**src/rtl/demux1_4_deser_pkg.sv**
```systemverilog
// Shared constants for the 1:4 serial deserializer: default slot count,
// slot-counter width derivation and slot index constants.
package demux1_4_deser_pkg;

    localparam int DEF_WIDTH = 4;

    function automatic int sel_w_of(input int w);
        int n;
        n = 0;
        while ((1 << n) < w) n++;
        return n;
    endfunction

    localparam int DEF_SEL_W  = sel_w_of(DEF_WIDTH);
    localparam int SLOT_FIRST = 0;
    localparam int SLOT_LAST  = DEF_WIDTH - 1;

endpackage

```
**src/rtl/demux_slot_ctr.sv**
```systemverilog
// Slot counter: clear, load-to-1 on resync, increment with natural wrap
// (WIDTH is a power of two, so wrapping the counter wraps the slot).
module demux_slot_ctr
    import demux1_4_deser_pkg::*;
#(
    parameter int SEL_W = DEF_SEL_W
) (
    input  logic             clk_i,
    input  logic             clr_i,
    input  logic             inc_i,
    input  logic             load1_i,
    output logic [SEL_W-1:0] cnt_o
);

    logic [SEL_W-1:0] cnt_q, cnt_d;

    always_comb begin
        cnt_d = cnt_q;
        if (load1_i)    cnt_d = SEL_W'(SLOT_FIRST + 1);
        else if (inc_i) cnt_d = cnt_q + SEL_W'(1);
    end

    always_ff @(posedge clk_i) begin
        if (clr_i) cnt_q <= SEL_W'(SLOT_FIRST);
        else       cnt_q <= cnt_d;
    end

    assign cnt_o = cnt_q;

endmodule

```
**src/rtl/demux1_4_deser.sv**
```systemverilog
// Serial-to-parallel receiver: steers accepted bits into slots of a word and
// presents each completed word on a valid/ready output handshake.
module demux1_4_deser
    import demux1_4_deser_pkg::*;
#(
    parameter  int WIDTH = DEF_WIDTH,
    localparam int SEL_W = sel_w_of(WIDTH)
) (
    input  logic             clk_in,
    input  logic             rst_in,
    input  logic             y_in,
    input  logic             valid_in,
    input  logic             sync_in,
    output logic             ready_out,
    output logic [SEL_W-1:0] sel_out,
    output logic [WIDTH-1:0] a_out,
    output logic             valid_out,
    input  logic             ready_in
);

    localparam logic [SEL_W-1:0] LAST = SEL_W'(WIDTH - 1);

    logic [WIDTH-1:0] shadow_q, shadow_d;
    logic [WIDTH-1:0] a_q, a_d;
    logic             valid_q, valid_d;
    logic [SEL_W-1:0] sel;
    logic             acc, complete;

    // Only combinational path through the block: ready_in -> ready_out.
    assign ready_out = ~valid_q | ready_in;
    assign acc       = valid_in & ready_out;
    assign complete  = acc & ~sync_in & (sel == LAST);

    demux_slot_ctr #(.SEL_W(SEL_W)) u_ctr (
        .clk_i   (clk_in),
        .clr_i   (rst_in),
        .inc_i   (acc & ~sync_in),
        .load1_i (acc & sync_in),
        .cnt_o   (sel)
    );

    always_comb begin
        shadow_d = shadow_q;
        a_d      = a_q;
        valid_d  = valid_q;
        if (valid_q && ready_in) valid_d = 1'b0;
        if (acc) begin
            if (sync_in) shadow_d[SLOT_FIRST] = y_in;
            else         shadow_d[sel]        = y_in;
        end
        if (complete) begin
            a_d     = {y_in, shadow_q[WIDTH-2:0]};
            valid_d = 1'b1;
        end
    end

    always_ff @(posedge clk_in) begin
        if (rst_in) begin
            shadow_q <= '0;
            a_q      <= '0;
            valid_q  <= 1'b0;
        end else begin
            shadow_q <= shadow_d;
            a_q      <= a_d;
            valid_q  <= valid_d;
        end
    end

    assign sel_out   = sel;
    assign a_out     = a_q;
    assign valid_out = valid_q;

endmodule

```
**config.mk**
```make
export PLATFORM = sky130hd
export DESIGN_NAME = demux1_4_deser
export DESIGN_NICKNAME = d
export VERILOG_FILES = /design/src/rtl/demux1_4_deser_pkg.sv /design/src/rtl/demux_slot_ctr.sv /design/src/rtl/demux1_4_deser.sv
export SDC_FILE = /design/constraint.sdc
export NUM_CORES = 1
export LEC_CHECK = 0
export BUFFER_PORTS_ARGS = -buffer_cell sky130_fd_sc_hd__buf_2
export CAP_MARGIN = 20
export CORE_AREA = 2 2 39 41
export CTS_CLUSTER_DIAMETER = 150
export DETAILED_ROUTE_END_ITERATION = 8
export DIE_AREA = 0 0 41 43
export PLACE_DENSITY_LB_ADDON = 0.3
export SETUP_SLACK_MARGIN = 0.05
export SLEW_MARGIN = 20
export SYNTH_ARGS = -nofsm -noshare
export SYNTH_HDL_FRONTEND = slang
export SYNTH_SLANG_ARGS = --single-unit
```
**constraint.sdc**
```tcl
create_clock -name clk_in -period 1.45 [get_ports clk_in]
set_clock_uncertainty 0.15 [all_clocks]
set_input_delay 0.145 -clock clk_in [delete_from_list [all_inputs] [get_ports clk_in]]
set_output_delay 0.145 -clock clk_in [all_outputs]
set_load 0.05 [all_outputs]
```
## Word level (Yosys, flattened, before mapping)

Cells that the tools add are included.

| word-level totals | value |
|---|---|
| register bits | 11 |
| output and inout bits | 8 |

| operators by class | value |
|---|---|
| add/sub/neg operators | 1 |
| reductions and logical operators | 6 |
| $lt $le $gt $ge | 2 |
| eq/ne operators | 1 |
| mux-type cells | 8 |
| bitwise operators | 7 |

Operator list:

| cell | count |
|---|---|
| 2-to-1 mux 1 bit | 6 |
| AND 1 bit | 4 |
| bitwise mux 4 bit | 1 |
| nonzero test 2 bit | 2 |
| < comparator 2 x 3 -> 1 bit (second input constant) | 1 |
| adder 2 x 1 -> 2 bit (second input constant) | 1 |
| demux 1 bit (select 2 bit) | 1 |
| == test 2 bit (second input constant) | 1 |
| >= comparator 2 x 1 -> 1 bit (second input constant) | 1 |
| logical AND 1 bit | 2 |
| NOT 1 bit | 2 |
| AND reduction 2 bit | 1 |
| OR reduction 2 bit | 1 |
| OR 1 bit | 1 |

## Depth between registers and ports, before layout

| depth | value |
|---|---|
| depth after elaboration | 6 |
| mapped depth | 4 |
| depth with buffers taken out | 4 |

## Modules after synthesis

A second synthesis with hierarchy kept.

| unflattened totals | value |
|---|---|
| cells, all modules | 43 |
| area, all modules | 470.5 um2 |

By module, submodules not included:

| module | area an instance (um2) | times used | cells each |
|---|---|---|---|
| demux1_4_deser | 382.9 | 1 | 35 |
| demux_slot_ctr | 87.6 | 1 | 8 |

## Worst setup path before layout

Ideal clock, no wire load.

| timing path | value |
|---|---|
| kind | flip-flop to flip-flop |
| start | register valid_q (netlist: valid_out) |
| end | register a_q[0] (netlist: a_out[0]) |
| cell stages (with the launch flop) | 5 |
| arrival time | 1418 ps |
| setup slack | -189 ps |
| library setup time | 72 ps |
| buffers on the path | 0 |
| path through | dfxtp_1 > nor2b_4 > inv_2 > nand4b_4 > mux2i_1 |

| on the way | value |
|---|---|
| cells in the longest elaborated chain, start to end | 5 |

RTL lines:

| what | line | source |
|---|---|---|
| from (decl) | demux1_4_deser.sv:25 | `logic valid_q, valid_d;` |
| from (signal assigned) | demux1_4_deser.sv:65 | `valid_q <= valid_d;` |
| NOT 1 bit | demux1_4_deser.sv:30 | `assign ready_out = ~valid_q \| ready_in;` |
| OR 1 bit | demux1_4_deser.sv:30 |  |
| net ready_out | demux1_4_deser.sv:14 | `output logic ready_out,` |
| AND 1 bit | demux1_4_deser.sv:31 | `assign acc = valid_in & ready_out;` |
| AND 1 bit (2 in a row) | demux1_4_deser.sv:32 | `assign complete = acc & ~sync_in & (sel == LAST);` |
| to (signal assigned) | demux1_4_deser.sv:60 | `a_q <= '0;` |
| to (signal assigned) | demux1_4_deser.sv:64 | `a_q <= a_d;` |
| to (decl) | demux1_4_deser.sv:24 | `logic [WIDTH-1:0] a_q, a_d;` |

The timed path passes the listed nets, and every way through them passes these cells.
A chain may end at the register's enable or synchronous reset.

## Worst setup path after layout

| timing path | value |
|---|---|
| start | register valid_q (netlist: valid_out) |
| end | output ready_out |

| on the way | value |
|---|---|
| cells in the longest elaborated chain, start to end | 2 |

RTL lines:

| what | line |
|---|---|
| NOT 1 bit | demux1_4_deser.sv:30 |
| OR 1 bit | demux1_4_deser.sv:30 |
| to (decl) | demux1_4_deser.sv:14 |

No other way between the ends.

==> impl_results.md <==
- Data required, critical path: 1.15 ns
- Setup CP Type: reg -> out
- Die Ht: 43 um
- Post-layout minimum cycle time: 1.328 ns
- Synth Net Count: 56
- Leak: 0.0002983 uW
- Initial antenna violation count: 0
- Fin crit share: 91.61%
- Distinct cells, synth: 16
- GRT Total Usage: 14.90%
- Peak Freq: 0.7528 GHz
- WL/cell: 12.03 um
- Outcome: complete, no violations
- Critical path peak fanout: 7
- Yosys warns: 0
- Initial Utilization: 36.62%
- Layout Nets: 74
- Layout cells sized above 1: 40.32%
- WP data arrival: 1.03 ns
- FP Rows: 14
- CTS Buf Count: 3
- Relative slew slack: 83.49%
- CTS tree: yes
- Final Hold Fails: 0
- CP startpoint kind: flip-flop
- Yosys reg bits: 10
- CORE AREA: 1384 sq um
- PD cells: 840.4 nW/um^2
- Worst Setup End Kind: output pin
- Post-route ant nets: 0
- GRT Residual Overflow: 0
- Area Growth Syn to Fin: 24.94%
- Cell Area, Synth: 506.7 sq um
- Max-slew violation count: 0
- Finish-stage setup viols: 0
- Worst Tran Pin Value: 0.2494 ns
- Clock Sinks: 10
- CTS Buffer Depth: 2
- RSZ-0062 raised after global routing: no
- Global-route wire length before repair: 1697 um
- Synth Instances: 46
- Sequential share of the synthesized area: 39.51%
- DRT Pass-1 Iters: 4
- Final wirelength: 938 um
- I/O Buffers: 13
- Max rail drop VDD: 0.0003728 V
- Root buffer cell: clkbuf_4
- Hold Slack: 0.01955 ns
- Clk slew on worst S/H paths: 0.06 ns
- Die area: 1763 sq um
- Gpl congestion: 0.6930
- HPWL after detailed placement: 703.1 um
- N_diodes: 0
- Max-Cap Viols: 0
- Fin Setup TNS: 0 ns
- Vias in the first global route: 372
- Hold Path Class: in -> reg
- Syn Area/Cell: 11.02 sq um
- I/O pin count: 14
- Starting DRT DRC Count: 5
- Clk Latency, worst-skew pair: 0.26 ns
- Die X: 41 um
- DRC Markers: 0
- Drt via density: 4.885
- Largest net degree at the start of global routing: 12
- Total number of vias: 381
- H-tree depth reported by CTS: 1
- Fill count: 151
[cell type report]
| type | instances | area (sq um) | area share [%] |
|---|---|---|---|
| clock buffer | 3 | 22.52 | 3.557 |
| inverter | 4 | 15.01 | 2.372 |
| multi-input combinational | 31 | 287.8 | 45.45 |
| sequential | 10 | 209.0 | 33.00 |
| tap | 16 | 20.02 | 3.162 |
| timing repair buffer | 14 | 78.83 | 12.45 |
[cells in the final DEF (no fill, tap or decap), drive strengths merged]
cell    Yosys  routed
mux2i       7       7
nor3        1       1
o211ai      1       1
nor4        1       1
a21oi       3       3
ha          4       4
o21ai       1       1
buf         0      14
nand4b      3       3
nand2b      8       8
clkbuf      1       3
nor2b       1       1
inv         4       4
dfxtp      10      10
nor4b       1       1
[cell usage after synthesis]
cell	count	area share (%)
a21oi_1	3	3.0
clkbuf_1	1	0.74
dfxtp_1	10	40
ha_1	4	9.9
inv_1	2	1.5
inv_2	2	1.5
mux2i_1	7	14
nand2b_1	8	9.9
nand4b_1	2	3.5
nand4b_4	1	4.7
nor2b_4	1	2.7
nor3_1	1	0.99
nor4_1	1	1.2
nor4b_4	1	4.7
o211ai_1	1	1.5
o21ai_0	1	0.99
[through the flow]
stage / instance area, sq um / std cells / util (%) / setup WS [ns] / total power (uW)
2_1_floorplan: 515.5 / 46 / - / 0.06514 / 333.3
3_3_place_gp: 596.8 / 74 / 43.13 / 0.2382 / 354.7
3_5_place_dp: 596.8 / 74 / 43.13 / 0.2095 / 355.2
4_1_cts: 629.4 / 78 / 45.48 / 0.07541 / 543.1
5_1_grt: 633.1 / 78 / 45.75 / 0.07951 / 563.9
6_report: 633.1 / 78 / 45.75 / 0.1217 / 532.0
[per-layer routing]
| layer | track usage (%) | vias to the layer above | share of wire, % |
|---|---|---|---|
| li1 | - | 193 | - |
| met1 | 19.16 | 177 | 46 |
| met2 | 19.38 | 11 | 48 |
| met3 | 6.283 | 0 | 6.1 |
| met4 | 10.00 | 0 | 0 |
| met5 | 0 | - | 0 |
[cell families after synthesis]
| group | synth area share [%] |
|---|---|
| AOI/OAI and AO/OA | 5.431 |
| adders and majority gates | 9.877 |
| buffers and inverters | 3.704 |
| DFF | 39.51 |
| muxes | 13.83 |
| and+or+nand+nor | 27.65 |
[worst paths after layout]
| kind | startpoint | to | slack, ns | depth (start not counted) |
|---|---|---|---|---|
| setup / recovery | valid_out$_SDFFE_PP0P_ | ready_out | 0.12 | 3 |
| hold / removal | rst_in | valid_out$_SDFFE_PP0P_ | 0.02 | 2 |
| setup reg to reg | valid_out$_SDFFE_PP0P_ | shadow_q[1]$_SDFFE_PP0P_ | 0.16 | 4 |
| hold reg to reg | a_out[1]$_SDFFE_PP0P_ | a_out[1]$_SDFFE_PP0P_ | 0.33 | 2 |
[registers in the layout (all words and copies together) (netlist names)]
name / cells
a_out: 4
shadow_q: 3
u_ctr.cnt_o: 2
valid_out: 1
[where the power goes]
group	switching [uW]	internal, uW	leakage [uW]
clock network	87.6	95.6	0.0000138
logic	38.8	26.1	0.000202
registers	4.81	279	0.0000829
total	131	401	0.000298
[critical path, cell delays in order, from the launching register on]
cell and delay, ns:
dfxtp_4 0.34, nor2b_4 0.12, inv_2 0.13, buf_6 0.18
[what timing repair did]
action                     CTS  global route
setup endpoints to repair    1             1
buffers inserted             1             0
resized for setup            1             1
pin swaps                    0             0
hold buffers                 0             0
Power figures use the tool's default switching activity.
